`src/rtl/apb_master_ctrl.sv`:
```
// APB initiator: queues host read/write commands and issues each as one SETUP+ACCESS transfer.
// Optional APB_PREADY_EN adds a PREADY input that can stretch ACCESS; without it ACCESS is one cycle.
module apb_master_ctrl #(
    parameter int Amba_Word       = 24,
    parameter int Amba_Addr_Depth = 12,
    parameter int FifoDepth       = 4
) (
    input  logic                       clk,
    input  logic                       rst,
    input  logic                       cmd_valid,
    output logic                       cmd_ready,
    input  logic                       cmd_write,
    input  logic [Amba_Addr_Depth-1:0] cmd_addr,
    input  logic [Amba_Word-1:0]       cmd_wdata,
    output logic                       rsp_valid,
    output logic [Amba_Word-1:0]       rsp_rdata,
    output logic                       busy,
    output logic                       cat_result,
    output logic                       PSEL,
    output logic                       PENABLE,
    output logic                       PWRITE,
    output logic [Amba_Addr_Depth-1:0] PADDR,
    output logic [Amba_Word-1:0]       PWDATA,
    input  logic [Amba_Word-1:0]       PRDATA,
`ifdef APB_PREADY_EN
    input  logic                       PREADY,
`endif
    input  logic                       CatRecOut
);

    localparam int PtrW = (FifoDepth > 1) ? $clog2(FifoDepth) : 1;
    localparam int CntW = PtrW + 1;

    typedef struct packed {
        logic                       write;
        logic [Amba_Addr_Depth-1:0] addr;
        logic [Amba_Word-1:0]       wdata;
    } cmd_t;

    typedef enum logic [1:0] {
        IDLE   = 2'd0,
        SETUP  = 2'd1,
        ACCESS = 2'd2
    } state_t;

    cmd_t                       mem_q [FifoDepth];
    logic [PtrW-1:0]            wr_ptr_q, rd_ptr_q;
    logic [CntW-1:0]            count_q, count_d;
    logic                       full_q;
    logic                       push, pop, empty;

    state_t                     state_q, state_d;
    logic                       xfer_ready, xfer_done;

    logic                       pwrite_q;
    logic [Amba_Addr_Depth-1:0] paddr_q;
    logic [Amba_Word-1:0]       pwdata_q;
    logic                       rsp_valid_q;
    logic [Amba_Word-1:0]       rsp_rdata_q;
    logic                       cat_result_q;

    cmd_t                       head;

    assign empty     = (count_q == '0);
    assign cmd_ready = !full_q;
    assign push      = cmd_valid && !full_q;
    assign head      = mem_q[rd_ptr_q];

`ifdef APB_PREADY_EN
    assign xfer_ready = PREADY;
`else
    assign xfer_ready = 1'b1;
`endif
    assign xfer_done = (state_q == ACCESS) && xfer_ready;

    // Pops happen only from IDLE or from a completing ACCESS, so the head is
    // loaded onto the bus exactly when the next SETUP begins.
    always_comb begin
        state_d = state_q;
        pop     = 1'b0;
        case (state_q)
            IDLE: begin
                if (!empty) begin
                    pop     = 1'b1;
                    state_d = SETUP;
                end
            end
            SETUP: begin
                state_d = ACCESS;
            end
            ACCESS: begin
                if (xfer_ready) begin
                    if (!empty) begin
                        pop     = 1'b1;
                        state_d = SETUP;
                    end else begin
                        state_d = IDLE;
                    end
                end
            end
            default: begin
                state_d = IDLE;
            end
        endcase
    end

    always_comb begin
        count_d = count_q;
        if (push && !pop) begin
            count_d = count_q + 1'b1;
        end else if (pop && !push) begin
            count_d = count_q - 1'b1;
        end
    end

    always_ff @(posedge clk) begin
        if (push) begin
            mem_q[wr_ptr_q] <= '{write: cmd_write, addr: cmd_addr, wdata: cmd_wdata};
        end
    end

    always_ff @(posedge clk or negedge rst) begin
        if (!rst) begin
            wr_ptr_q <= '0;
            rd_ptr_q <= '0;
            count_q  <= '0;
            full_q   <= 1'b0;
        end else begin
            if (push) begin
                wr_ptr_q <= wr_ptr_q + 1'b1;
            end
            if (pop) begin
                rd_ptr_q <= rd_ptr_q + 1'b1;
            end
            count_q <= count_d;
            full_q  <= (count_d == CntW'(FifoDepth));
        end
    end

    always_ff @(posedge clk or negedge rst) begin
        if (!rst) begin
            state_q      <= IDLE;
            pwrite_q     <= 1'b0;
            paddr_q      <= '0;
            pwdata_q     <= '0;
            rsp_valid_q  <= 1'b0;
            rsp_rdata_q  <= '0;
            cat_result_q <= 1'b0;
        end else begin
            state_q      <= state_d;
            cat_result_q <= CatRecOut;
            if (pop) begin
                pwrite_q <= head.write;
                paddr_q  <= head.addr;
                pwdata_q <= head.wdata;
            end
            rsp_valid_q <= xfer_done && !pwrite_q;
            if (xfer_done && !pwrite_q) begin
                rsp_rdata_q <= PRDATA;
            end
        end
    end

    // Select/enable decode straight from the state register so reset clears them at once.
    assign PSEL       = (state_q != IDLE);
    assign PENABLE    = (state_q == ACCESS);
    assign PWRITE     = pwrite_q;
    assign PADDR      = paddr_q;
    assign PWDATA     = pwdata_q;
    assign rsp_valid  = rsp_valid_q;
    assign rsp_rdata  = rsp_rdata_q;
    assign cat_result = cat_result_q;
    assign busy       = !empty || (state_q != IDLE);

endmodule

```
`config.mk`:
```
export PLATFORM = sky130hd
export DESIGN_NAME = apb_master_ctrl
export DESIGN_NICKNAME = d
export VERILOG_FILES = /design/src/rtl/apb_master_ctrl.sv
export SDC_FILE = /design/constraint.sdc
export NUM_CORES = 1
export LEC_CHECK = 0
export ABC_AREA = 1
export BUFFER_PORTS_ARGS = -buffer_cell sky130_fd_sc_hd__buf_2
export CAP_MARGIN = 20
export CORE_MARGIN = 2
export CORE_UTILIZATION = 56
export CTS_BUF_LIST = sky130_fd_sc_hd__clkbuf_4 sky130_fd_sc_hd__clkbuf_8 sky130_fd_sc_hd__clkbuf_16
export CTS_CLUSTER_DIAMETER = 200
export DETAILED_ROUTE_END_ITERATION = 10
export PLACE_DENSITY = 0.8
export SLEW_MARGIN = 20
export SYNTH_ARGS = -nofsm -noshare
export SYNTH_HDL_FRONTEND = slang
export SYNTH_SLANG_ARGS = --single-unit
```
`constraint.sdc`:
```
create_clock -name clk -period 3.1 [get_ports clk]
set_clock_uncertainty 0.15 [all_clocks]
set_input_delay 0.155 -clock clk [delete_from_list [all_inputs] [get_ports clk]]
set_output_delay 0.155 -clock clk [all_outputs]
set_load 0.02 [all_outputs]
```
==> impl_results.md <==
* Outcome: finished clean
* Fmax at 0.475 GHz
* Root Buffer: clkbuf_16
* Worst Hold End: wr_ptr_q[0]$_DFFE_PN0P_
* # fillers at between 900 and 1000
* Worst-path maximum fanout at between 40 and 50
* Hold path start: cmd_valid
* GRT Overall Usage at approximately a quarter
* RSZ-0062 raised after global routing: false
* Switch share at between 30% and 40%
* Top cell type's share of synthesized area at a little over half
* CTS Buf Count at 23
* R2r setup slk at 0.99 ns
* Vias per Instance at 5.43
* Nets at 960
* Max Slew Vio Count at 0
* Skew-Pair Late Insertion Delay at ~0.50 ns
* Async SR Flop Fraction at 33.0%
* WP buf/inv at 3
* Final setup fails at 0
* CORE AREA at 0.0146 mm2
* Post-synth EDFFs at 148
* PortBufs at roughly 130
* Post-synthesis sequential area ratio at roughly three quarters
* Pre-CTS WS at slightly above 1 ns
* Minimum clock period after layout at 2.11 ns
* Top Ports at 132
* Mean Syn Cell Area at around 12 um2
* Wire per inst at 17.4 um
* Mapped Area at 0.00840 mm2
* Internal power at 6.90 mW
* Psw at 4.08 mW
* Yosys warning count at 0
* Post-CTS Setup Bufs at 0
* Die height at 126 um
* Overflow after GRT at 0
* Hold crit path type: input pin to flop
* First DRT Iteration DRCs at 573
* Final Hold Fails at 0
* Power per Cell Area at 1040 mW/mm2
* Slowest-stage cell, CP: inv_2
* First-pass DRT Iterations at 5
* Clock power frac at 24.1%
* Clock Sinks at between 200 and 250
* FF+latch count, synth at 221
* Most frequent cells after synthesis: nor2_1 (192), edfxtp_1 (148), nand2_1 (86), dfrtp_1 (73), o21ai_1 (52)
* RD Place Congestion at 0.766
* Crit Path Category: flop to flop
* Slew headroom at 35.1%
* Combinational power share at 35.2%
* Max cap viols at 0
* Die area at 0.0160 mm2
* Drt total wl at 19000 um
* Dominant cells by area after synthesis: edfxtp_1 (53%), dfrtp_1 (22%), nor2_1 (8.6%)
* DR DRC count at 0
* Worst r2r dst: PADDR[9]$_DFFE_PN0P_
* Vias at roughly 5900
* Nature of the critical path startpoint: flop
* Met2 Use GR at 42.6%
* Vias in the first global route at 6148
* Leak pwr at 4.34 nW
* Setup_tns at 0 ns
* Final WS setup at approximately 1 ns
* CTS clk-pin slew, worst paths at 0.06 ns
* PostCTS Resize Cnt at 0
* Worst Setup End Kind: flop
* Initial antenna violation count at 1
* Share of cells above drive strength 1 at 22.2%
* Reg power frac at between 40 and 50%
* ANT nets after route at 0
* Hold path depth at 3
* Register-to-Register Path Depth at 8
* Initial Util at 57.6%
* Delay of the slowest cell on the worst path at 0.42 ns
* First-pass GRT wire length at 30300 um
* Crit-path cells: inv_1 > ha_1 > nand2_1 > nand2_2 > inv_2 > buf_12 > nor2_1 > a31oi_1
* Most common flop cell mapped by yosys: edfxtp_1
* FP Rows at 44
* CTS tree: built
* Critical Path RT at 3.36 ns
* Area leader, netlist: edfxtp_1
* CP delay by family, top: buffers and inverters
* Worst path depth at 8
* Grt met3 use at between 4 and 5%
* Mapped Nets at 763
* H-tree Lvls at 1
* Post-DP HPWL at 11100 um
* Synth cell types at 22
* Cells after synthesis at 691
* Crit path DAT at 2.37 ns
* CTS Buffer Depth at 3
* Count leader, synth: nor2_1
* Fin crit share at ~68%
* Die X at 126 um
* Met1 Resource Use GR at 29.4%
* Beginning of the worst register-to-register path: count_q[0]$_DFF_PN0_
* Peak supply drop at 0.000661 V
* Worst-margin pin slew at 0.973 ns
* Layout Area Growth over Synthesis at 26.2%
* Most used routing layer: met2
* Largest net degree at the start of global routing at 76
[worst reg2reg max path, stage by stage (launching register included)]
cell	delay, ns
dfrtp_1	0.36
inv_1	0.08
ha_1	0.21
nand2_1	0.13
nand2_2	0.12
inv_2	0.42
buf_12	0.30
nor2_1	0.09
a31oi_1	0.18
[metal layers]
metal	vias to the layer above	share of wire, %
met4	0	2.4
met3	43	6.8
met2	278	51
met5	-	0
li1	2761	-
met1	2844	40
[state kept, by name, summed over array words and instances (netlist names)]
| signal | cells |
|---|---|
| count_q | 3 |
| mem_q | 148 |
| cat_result | 1 |
| state_q | 2 |
| rd_ptr_q | 2 |
| PWRITE | 1 |
| PWDATA | 24 |
| rsp_valid | 1 |
| PADDR | 12 |
| wr_ptr_q | 2 |
| full_q | 1 |
| rsp_rdata | 24 |
[worst max path at each step]
stage                             from                      to
6_report          count_q[0]$_DFF_PN0_    PADDR[9]$_DFFE_PN0P_
5_1_grt           count_q[0]$_DFF_PN0_    PADDR[5]$_DFFE_PN0P_
4_1_cts           count_q[0]$_DFF_PN0_    PADDR[5]$_DFFE_PN0P_
3_5_place_dp      count_q[0]$_DFF_PN0_   PWDATA[8]$_DFFE_PN0P_
3_3_place_gp          full_q$_DFF_PN0_  mem_q[3][23]$_DFFE_PP_
2_1_floorplan  wr_ptr_q[0]$_DFFE_PN0P_   mem_q[2][0]$_DFFE_PP_
[power by group through the flow]
stage	sequential [mW]	clock [mW]	combinational [mW]
after detailed placement	4.50	0	3.78
after floorplan	4.95	0	2.18
after global routing	4.54	2.83	4.29
final	4.47	2.65	3.87
after CTS	4.46	2.68	3.86
after global placement	4.46	0	3.58
[cells by family after synthesis]
group	count (synthesis)	synth area share, %
flops	221	74.7
compound gates	114	7.35
fa+ha+maj	7	1.04
xor+xnor	2	0.209
buf+inv	56	3.44
simple gates	291	13.3
[what timing repair did]
action	in CTS	in global routing
endpoints found under the setup margin	0	0
hold buffers	63	0
hold endpoints to repair	246	0
[cells in the final DEF (no fill, tap or decap), types with 3 or more instances in the layout]
cell           instances
dfrtp_1               71
clkbuf_8               4
o21ai_0               25
clkinv_2               6
nand2_2                3
nor2_4                 4
edfxtp_1             148
dlygate4sd3_1         63
inv_1                 14
a31oi_1               36
buf_2                130
buf_4                 13
o21ai_1               52
ha_1                   7
nand2_1               86
inv_2                  7
nand3_1                7
clkbuf_4               5
nor2_1               188
clkbuf_16             23
[area by class of cell]
cell class | instances | area [um2] | area share, %
clock buffer | 32 | 668 | 6.30
sequential | 221 | 6270 | 59.2
timing repair buffer | 207 | 1400 | 13.2
antenna | 2 | 5.00 | 0.0472
multi-input combinational | 414 | 1870 | 17.6
tap | 184 | 230 | 2.17
inverter | 21 | 78.8 | 0.744
clock inverter | 10 | 76.3 | 0.720
[per-stage QoR]
step	area, um2	total power [mW]	util, %	hold slack, ns	std cells
2_1_floorplan	8400	7.13	-	-0.291	691
3_5_place_dp	9220	8.29	63.2	0.118	984
3_3_place_gp	9220	8.04	63.2	0.116	984
4_1_cts	10600	11.0	72.6	0.0220	1089
6_report	10600	11.0	72.7	0.0362	1091
5_1_grt	10600	11.7	72.6	0.0514	1090
Note: power is estimated with default switching activity, not from simulation.
